**src/rtl/view_control_if.sv**
```systemverilog
// ---------------------------------------------------------------------------
// view_control_if
// Bundles the frame-request handshake and the view/VGA control strobes of
// view_control.
//   start, obj_count, obj_type          : requester/object table -> controller
//   obj_index                           : controller -> object table
//   load_x, load_y, load_stone,
//   resetn_c, enable_c,
//   enable_x_adder, enable_y_adder,
//   draw_background                     : controller -> view datapath
//   plot                                : controller -> VGA write enable
//   busy, done                          : controller -> requester
// master : the side that requests frames and supplies sprite data.
// slave  : the controller itself.
// ---------------------------------------------------------------------------
interface view_control_if;
    logic       start;
    logic [3:0] obj_count;
    logic       obj_type;
    logic [2:0] obj_index;
    logic       load_x;
    logic       load_y;
    logic       load_stone;
    logic       resetn_c;
    logic       enable_c;
    logic       enable_x_adder;
    logic       enable_y_adder;
    logic       draw_background;
    logic       plot;
    logic       busy;
    logic       done;

    modport master (
        output start, obj_count, obj_type,
        input  obj_index, load_x, load_y, load_stone, resetn_c, enable_c,
               enable_x_adder, enable_y_adder, draw_background, plot,
               busy, done
    );

    modport slave (
        input  start, obj_count, obj_type,
        output obj_index, load_x, load_y, load_stone, resetn_c, enable_c,
               enable_x_adder, enable_y_adder, draw_background, plot,
               busy, done
    );
endinterface

```
**src/rtl/view_control.sv**
```systemverilog
// ---------------------------------------------------------------------------
// view_control
// Frame sequencer for the view datapath: a full-screen background pass
// (131072 cycles, 17-bit x/y sweep) followed by up to OBJ_MAX 16x16 sprite
// passes (256 cycles each), then a PIPE-cycle flush so in-flight pixels reach
// the VGA memory before done pulses.
// Ports:
//   clk   : single clock, all state changes on the rising edge
//   reset : asynchronous active-high clear
//   bus   : view_control_if.slave (handshake, sprite select, view strobes)
// ---------------------------------------------------------------------------
module view_control #(
    parameter int OBJ_MAX = 8,
    parameter int PIPE    = 2,
    parameter int SCR_W   = 320,
    parameter int SCR_H   = 240
) (
    input  logic               clk,
    input  logic               reset,
    view_control_if.slave      bus
);
    typedef enum logic [2:0] {
        ST_IDLE, ST_BG, ST_OBJ_LOAD, ST_OBJ_DRAW, ST_OBJ_NEXT, ST_FLUSH, ST_DONE
    } state_t;

    localparam int          FW         = (PIPE > 1) ? $clog2(PIPE) : 1;
    localparam logic [FW-1:0] FLUSH_LAST = FW'(PIPE - 1);
    localparam logic [16:0] BG_LAST    = 17'h1FFFF;
    localparam logic [8:0]  SCR_W_L    = 9'(SCR_W);
    localparam logic [7:0]  SCR_H_L    = 8'(SCR_H);
    localparam logic [3:0]  OBJ_MAX_L  = 4'(OBJ_MAX);

    state_t        state_reg, state_next;
    logic [16:0]   bg_cnt_reg;
    logic [7:0]    spr_cnt_reg;
    logic [FW-1:0] flush_cnt_reg;
    logic [3:0]    n_obj_reg;
    logic [2:0]    obj_index_reg;
    logic          last_obj;
    logic          plot_qual;
    logic [PIPE-1:0] plot_pipe_reg;

    logic load_x_reg, load_y_reg, load_stone_reg, resetn_c_reg;
    logic enable_reg, draw_background_reg, busy_reg, done_reg;

    assign last_obj = (({1'b0, obj_index_reg} + 4'd1) == n_obj_reg);

    // Pixel is worth writing: visible part of the background sweep, or any
    // sprite cycle. Aligned with the cycle the view sees the enables.
    assign plot_qual = ((state_reg == ST_BG) &&
                        (bg_cnt_reg[8:0] < SCR_W_L) &&
                        (bg_cnt_reg[16:9] < SCR_H_L)) ||
                       (state_reg == ST_OBJ_DRAW);

    always_comb begin
        state_next = state_reg;
        case (state_reg)
            ST_IDLE:     if (bus.start) state_next = ST_BG;
            ST_BG:       if (bg_cnt_reg == BG_LAST)
                             state_next = (n_obj_reg == 4'd0) ? ST_FLUSH : ST_OBJ_LOAD;
            ST_OBJ_LOAD: state_next = ST_OBJ_DRAW;
            ST_OBJ_DRAW: if (spr_cnt_reg == 8'hFF) state_next = ST_OBJ_NEXT;
            ST_OBJ_NEXT: state_next = last_obj ? ST_FLUSH : ST_OBJ_LOAD;
            ST_FLUSH:    if (flush_cnt_reg == FLUSH_LAST) state_next = ST_DONE;
            ST_DONE:     state_next = ST_IDLE;
            default:     state_next = ST_IDLE;
        endcase
    end

    // Outputs are registered from the next state so they line up exactly
    // with the state they belong to, without decode glitches.
    always_ff @(posedge clk or posedge reset) begin
        if (reset) begin
            state_reg           <= ST_IDLE;
            bg_cnt_reg          <= '0;
            spr_cnt_reg         <= '0;
            flush_cnt_reg       <= '0;
            n_obj_reg           <= '0;
            obj_index_reg       <= '0;
            load_x_reg          <= 1'b0;
            load_y_reg          <= 1'b0;
            load_stone_reg      <= 1'b0;
            resetn_c_reg        <= 1'b0;
            enable_reg          <= 1'b0;
            draw_background_reg <= 1'b0;
            busy_reg            <= 1'b0;
            done_reg            <= 1'b0;
        end else begin
            state_reg <= state_next;

            case (state_reg)
                ST_IDLE: if (bus.start) begin
                    n_obj_reg     <= (bus.obj_count > OBJ_MAX_L) ? OBJ_MAX_L : bus.obj_count;
                    obj_index_reg <= '0;
                end
                // Runs the full 2^17 sweep, so it is back at 0 for the next frame.
                ST_BG:       bg_cnt_reg  <= bg_cnt_reg + 17'd1;
                ST_OBJ_LOAD: spr_cnt_reg <= '0;
                ST_OBJ_DRAW: spr_cnt_reg <= spr_cnt_reg + 8'd1;
                ST_OBJ_NEXT: if (!last_obj) obj_index_reg <= obj_index_reg + 3'd1;
                ST_FLUSH:    flush_cnt_reg <= (flush_cnt_reg == FLUSH_LAST) ?
                                              '0 : flush_cnt_reg + FW'(1);
                default: ;
            endcase

            load_x_reg          <= (state_next == ST_OBJ_LOAD);
            load_y_reg          <= (state_next == ST_OBJ_LOAD);
            enable_reg          <= (state_next == ST_OBJ_DRAW);
            draw_background_reg <= (state_next == ST_BG);
            resetn_c_reg        <= !((state_next == ST_IDLE) ||
                                     (state_next == ST_OBJ_LOAD) ||
                                     (state_next == ST_DONE));
            busy_reg            <= !((state_next == ST_IDLE) || (state_next == ST_DONE));
            done_reg            <= (state_next == ST_DONE);

            // Sprite type is captured while the object table is presenting
            // the current sprite and kept until the frame tail ends.
            if (state_reg == ST_OBJ_LOAD)
                load_stone_reg <= bus.obj_type;
            else if (!((state_next == ST_OBJ_DRAW) || (state_next == ST_OBJ_NEXT) ||
                       (state_next == ST_FLUSH)))
                load_stone_reg <= 1'b0;
        end
    end

    // Plot qualifier delay line matching the view datapath latency.
    genvar gi;
    generate
        for (gi = 0; gi < PIPE; gi++) begin : g_plot_pipe
            if (gi == 0) begin : g_first
                always_ff @(posedge clk or posedge reset) begin
                    if (reset) plot_pipe_reg[gi] <= 1'b0;
                    else       plot_pipe_reg[gi] <= plot_qual;
                end
            end else begin : g_rest
                always_ff @(posedge clk or posedge reset) begin
                    if (reset) plot_pipe_reg[gi] <= 1'b0;
                    else       plot_pipe_reg[gi] <= plot_pipe_reg[gi-1];
                end
            end
        end
    endgenerate

    assign bus.obj_index       = obj_index_reg;
    assign bus.load_x          = load_x_reg;
    assign bus.load_y          = load_y_reg;
    assign bus.load_stone      = load_stone_reg;
    assign bus.resetn_c        = resetn_c_reg;
    assign bus.enable_c        = enable_reg;
    assign bus.enable_x_adder  = enable_reg;
    assign bus.enable_y_adder  = enable_reg;
    assign bus.draw_background = draw_background_reg;
    assign bus.plot            = plot_pipe_reg[PIPE-1];
    assign bus.busy            = busy_reg;
    assign bus.done            = done_reg;
endmodule

```
**src/flat_wrapper.sv**
```systemverilog
// flat-port wrapper written by rule: the top's interface ports become plain ports
module view_control_flat 
#(
    parameter int OBJ_MAX = 8,
    parameter int PIPE    = 2,
    parameter int SCR_W   = 320,
    parameter int SCR_H   = 240
)
  (clk, reset, bus_start, bus_obj_count, bus_obj_type, bus_obj_index, bus_load_x, bus_load_y, bus_load_stone, bus_resetn_c, bus_enable_c, bus_enable_x_adder, bus_enable_y_adder, bus_draw_background, bus_plot, bus_busy, bus_done);
  view_control_if bus_i ();
  input  logic clk;
  input  logic reset;
  input wire logic [$bits(bus_i.start)-1:0] bus_start;
  input wire logic [$bits(bus_i.obj_count)-1:0] bus_obj_count;
  input wire logic [$bits(bus_i.obj_type)-1:0] bus_obj_type;
  output wire logic [$bits(bus_i.obj_index)-1:0] bus_obj_index;
  output wire logic [$bits(bus_i.load_x)-1:0] bus_load_x;
  output wire logic [$bits(bus_i.load_y)-1:0] bus_load_y;
  output wire logic [$bits(bus_i.load_stone)-1:0] bus_load_stone;
  output wire logic [$bits(bus_i.resetn_c)-1:0] bus_resetn_c;
  output wire logic [$bits(bus_i.enable_c)-1:0] bus_enable_c;
  output wire logic [$bits(bus_i.enable_x_adder)-1:0] bus_enable_x_adder;
  output wire logic [$bits(bus_i.enable_y_adder)-1:0] bus_enable_y_adder;
  output wire logic [$bits(bus_i.draw_background)-1:0] bus_draw_background;
  output wire logic [$bits(bus_i.plot)-1:0] bus_plot;
  output wire logic [$bits(bus_i.busy)-1:0] bus_busy;
  output wire logic [$bits(bus_i.done)-1:0] bus_done;
  assign bus_i.start = bus_start;
  assign bus_i.obj_count = bus_obj_count;
  assign bus_i.obj_type = bus_obj_type;
  assign bus_obj_index = bus_i.obj_index;
  assign bus_load_x = bus_i.load_x;
  assign bus_load_y = bus_i.load_y;
  assign bus_load_stone = bus_i.load_stone;
  assign bus_resetn_c = bus_i.resetn_c;
  assign bus_enable_c = bus_i.enable_c;
  assign bus_enable_x_adder = bus_i.enable_x_adder;
  assign bus_enable_y_adder = bus_i.enable_y_adder;
  assign bus_draw_background = bus_i.draw_background;
  assign bus_plot = bus_i.plot;
  assign bus_busy = bus_i.busy;
  assign bus_done = bus_i.done;
  view_control #(.OBJ_MAX(OBJ_MAX), .PIPE(PIPE), .SCR_W(SCR_W), .SCR_H(SCR_H)) u_core (.clk(clk), .reset(reset), .bus(bus_i));
endmodule
```
**config.mk**
```make
export PLATFORM = sky130hd
export DESIGN_NAME = view_control_flat
export DESIGN_NICKNAME = d
export VERILOG_FILES = /design/src/rtl/view_control_if.sv /design/src/rtl/view_control.sv /design/src/flat_wrapper.sv
export SDC_FILE = /design/constraint.sdc
export NUM_CORES = 1
export LEC_CHECK = 0
export CAP_MARGIN = 20
export CORE_ASPECT_RATIO = 1.25
export CORE_MARGIN = 4
export CORE_UTILIZATION = 56
export DETAILED_ROUTE_END_ITERATION = 16
export PLACE_DENSITY_LB_ADDON = 0.1
export SLEW_MARGIN = 20
export SYNTH_ARGS = -nofsm -noshare
export SYNTH_HDL_FRONTEND = slang
export SYNTH_SLANG_ARGS = --single-unit
```
**constraint.sdc**
```tcl
create_clock -name clk -period 3.05 [get_ports clk]
set_clock_uncertainty 0.05 [all_clocks]
set_input_delay 0.305 -clock clk [delete_from_list [all_inputs] [get_ports clk]]
set_output_delay 0.305 -clock clk [all_outputs]
set_load 0.005 [all_outputs]
```
; After elaboration in Yosys (flattened, before gate mapping)
; Index checks and enable logic that the tools add are counted.
[classes]
muxes = 15
eq_ne = 17
add_sub_neg = 5
n_reduce_logical = 17
order_cmp = 3
[op_table]
columns = op, n
row1 = $mux 3, 8
row2 = $pmux 3 s6, 1
row3 = $add 17x1->17 const B, 1
row4 = $eq 17x17->1 const B, 1
row5 = $pmux 8 s2, 1
row6 = $eq 3x3->1 const B, 5
row7 = $eq 3x2->1 const B, 4
row8 = $lt 9x9->1 const B, 1
row9 = $add 8x1->8 const B, 1
row10 = $eq 8x8->1 const B, 1
row11 = $lt 8x8->1 const B, 1
row12 = $eq 3x1->1 const B, 2
row13 = $logic_not 3->1, 2
row14 = $logic_or 1x1->1, 6
row15 = $pmux 3 s2, 1
row16 = $add 3x1->4 const B, 1
row17 = $eq 4x4->1, 1
row18 = $gt 4x4->1 const B, 1
row19 = $logic_not 4->1, 1
row20 = $mux 4, 1
row21 = $ne 2x2->1 const B, 2
row22 = $reduce_bool 2->1, 2
row23 = $add 3x1->3 const B, 1
row24 = $mux 1, 3
row25 = 6 further kinds, 8
[totals]
reg_bits = 45
elab_cells = 72
output_inout_bits = 14

; Longest topological paths before layout
[depth]
depth_word = 9
ltp_mapped = 10
depth_no_buf = 10

; Worst setup path before layout
; No wires, ideal clock.
[synth_timing]
path_kind = reg2reg
from = register u_core.bg_cnt_reg[4]
to = register u_core.load_x_reg, in the netlist u_core.bus.load_x
required_time_ns = 2.914
stages_incl_launch_ff = 11
setup_slack_ns = 0.907
setup_ns = 0.086
arrival_ns = 2.007
path_cell_list = dfrtp_1 -> nand4_1 -> nor2_1 -> inv_1 -> nor4_1 -> ha_1 -> nor3b_1 -> o21ai_0 -> a211oi_2 -> inv_1 -> nor3_1
[synth_between]
elab_chain_cells = 4
[synth_rtl]
columns = item, line_no
row1 = "start, declared", view_control.sv:34  ; logic [16:0] bg_cnt_reg;
row2 = "start signal, assigned", view_control.sv:97  ; ST_BG: bg_cnt_reg <= bg_cnt_reg + 17'd1;
row3 = $eq 17x17->1, view_control.sv:59  ; ST_BG: if (bg_cnt_reg == BG_LAST)
row4 = $mux 3, view_control.sv:59
row5 = $pmux 3 s6, view_control.sv:57  ; case (state_reg)
row6 = named net u_core.state_next[0], view_control.sv:33  ; state_t state_reg, state_next;
row7 = $eq 3x2->1, view_control.sv:106  ; load_x_reg <= (state_next == ST_OBJ_LOAD);
row8 = "end signal, assigned", view_control.sv:106
row9 = "end, declared", view_control.sv:43  ; logic load_x_reg, load_y_reg, load_stone_reg, resetn_c_reg;
; The timed path passes the listed nets, and every way through them passes these cells.
; A chain may end at the register's enable or synchronous reset.

; Worst setup path after layout
; Same ends and word-level chain as after synthesis.

==> results.yml <==
sta:
  finalCriticalPeriod_ps: 2410
  fin_crit_sh_pct: 79.1
  hold_violations: 0
  final-max-slew-violation-count: 0
  fin_setup_tns_ps: 0
  max_slew_margin_pct: 61.3
  max_freq_mhz: 414
  tightest_slew_ps: 579
  rsz0062_at_grt: "false"
  setup_viol: 0
global_route:
  met1_usage_pct: 19.9
  grt.busiest_layer: "met2"
  grt_overflow_total: 0
  grt_use_total_pct: 17.6
  grt_pass1_vias: 1553
  antenna_found_initial: 0
  grt_start_max_net_pins: 30
  met3_usage_pct: 3.18
  grt_pass1_wl_um: 6820
  use_met2_pct: 31.5
pwr:
  power_leakage_uw: 0.00107
  pwr_density_cell_nw_per_um2: 414
  vdd_ir_drop_max_mv: 0.350
routing:
  drt_iter0_markers: 75
  dr.pass1.iters: 4
  wl_um: 3880
  via_per_inst: 5.49
  drtAntennaViolNets: 0
  wl_per_cell_um: 13.8
  drc: 0
  vias: 1547
synthesis:
  ys_top_cells_by_count: "dfrtp_1 (45), nand2_1 (24), nand3_1 (15), xnor2_1 (15), o21ai_0 (13)"
  yosysMostFrequentCell: "dfrtp_1"
  synthesis.instances: 206
  synth.avg_cell_area_sq_um: 10.6
  async_flop_share_pct: 100
  syn_nets: 218
  synth_top_cell_by_area: "dfrtp_1"
  yosys_warnings: 0
  yosysSeqAreaShare_pct: 51.5
  netlist_top_cells_area: "dfrtp_1 (52%), xnor2_1 (6.0%), nand2_1 (4.1%)"
  synth_enable_flop_cells: 0
  synth-seq-cells: 45
  yosys_most_used_dff: "dfrtp_1"
  syn_area_sq_um: 2180
  synth.distinct_cells: 41
  yosysTopAreaCellShare_pct: 51.5
place:
  gp_congestion: 0.783
  dp_hpwl_um: 2910
  port-buffer-count: 21
  placedCellCount: 275
worst_setup_path:
  cp_data_required_time_ps: 3210
  cp_max_fo: 5
  path_buf_inv: 2
  max_stage_delay_ps: 420
  crit_family: "simple AND/OR/NAND/NOR gates"
  crit_path_frequent_cell: "inv_1"
  path_cells: "nand4_1 > nor2_1 > inv_1 > nor4_1 > ha_1 > nor3b_1 > o21ai_0 > a211oi_2 > inv_1 > nor3_1"
  slowest_stage: "dfrtp_1"
  cp-end-kind: "register"
  crit_type: "reg2reg"
  cp.arrival_ps: 2580
  critPathLaunchType: "register"
clock_tree:
  cts_resized: 0
  clk_latency_ps: 290
  cts_setup_buffers: 0
  h-tree-depth: 2
  cts_tree: "done"
  numCtsBuffers: 5
  cts.sinks: 45
  cts_root_buffer: "clkbuf_8"
  cts_buffer_depth: 2
  cts.clk_slew.worst_paths_ps: 80
  ctsHoldBuffers: 0
finish:
  layout-drive-gt1-share_pct: 11.4
  area_growth_pct: 15.2
  fin_nets: 240
  largest_reg_flops: 17
  fill_cells: 303
  diodes: 0
  final_cells: 282
run_status:
  status: "complete, no violations"
floorplan:
  core-area_sq_um: 3780
  die_h_um: 77.8
  fp.dieArea_sq_um: 4970
  io_pins: 22
  initial_core_util_pct: 57.7
  dieWidth_um: 63.9
  rows: 25
run:
  cap_violations: 0
hold_path:
  hold_class: "reg2reg"
## area by class of cell
class                      count  area (sq um)  area share, %
clock inverter                 2          35.0           1.39
multi-input combinational    148           980           38.9
tap                           54          67.6           2.68
clock buffer                   5          68.8           2.73
sequential                    45          1130           44.7
inverter                       6          22.5          0.895
timing repair buffer          22           218           8.65
## through the flow
step	setup slack, ps	hold slack (ps)	util, %	power, uW	instance area (sq um)
after floorplan	907	281	-	618	2180
after global placement	688	288	63.8	631	2410
after detailed placement	622	300	63.8	632	2410
after CTS	611	319	66.5	1060	2520
after global routing	210	321	66.5	1090	2520
final	636	315	66.5	1040	2520
## layout by cell type (no fill, tap or decap), drive strengths merged, types with 4 or more instances in the layout
cell | synthesis | final
xnor2 | 15 | 15
nand2b | 5 | 5
nor2 | 13 | 13
o21ai | 17 | 17
clkdlybuf4s50 | 0 | 21
clkbuf | 1 | 5
dfrtp | 45 | 45
xor2 | 5 | 5
a21oi | 6 | 6
nand2 | 25 | 25
nand3 | 16 | 16
ha | 4 | 4
inv | 6 | 6
nor3 | 6 | 6
nand4 | 7 | 7
## logic make-up (layout without fill, tap and decap cells)
family	after synthesis	in the layout	synth area share (%)
buffers and inverters	13	35	3.61
DFF	45	45	51.5
AOI/OAI and AO/OA	29	29	8.82
adders and majority gates	4	4	2.29
xor gates and xnor gates	21	21	9.05
and+or+nand+nor	89	89	22.2
muxes	5	5	2.46
## path summary, 6_finish.rpt
check | startpoint | end | slack, ps | cells after the start
worst max-delay path | u_core.bg_cnt_reg[4] | u_core.bus.load_x | 640 | 10
worst max register to register | u_core.bg_cnt_reg[4] | u_core.bus.load_x | 640 | 10
worst min-delay path | u_core.plot_pipe_reg[0] | u_core.bus.plot | 320 | 0
worst min register to register | u_core.plot_pipe_reg[0] | u_core.bus.plot | 320 | 0
min in group asynchronous | reset | u_core.bg_cnt_reg[15] | 340 | 2
max in group asynchronous | reset | u_core.bus.obj_index[1] | 1960 | 3
## routing by layer
layer	up-vias	routed length, um
met2	20	2070
met4	0	52
li1	759	-
met1	763	1650
met3	5	107
met5	-	0
## power breakdown
group          switching, uW  internal [uW]
registers                  0            596
logic                   13.1           9.73
clock network            186            238
## worst reg2reg max path, stage by stage, from the launching register on
cell      delay [ps]
dfrtp_1          420
nand4_1          150
nor2_1           210
inv_1             60
nor4_1           270
ha_1             210
nor3b_1          250
o21ai_0          150
a211oi_2         340
inv_1             90
nor3_1           140
(Power assumes the default switching activity.)
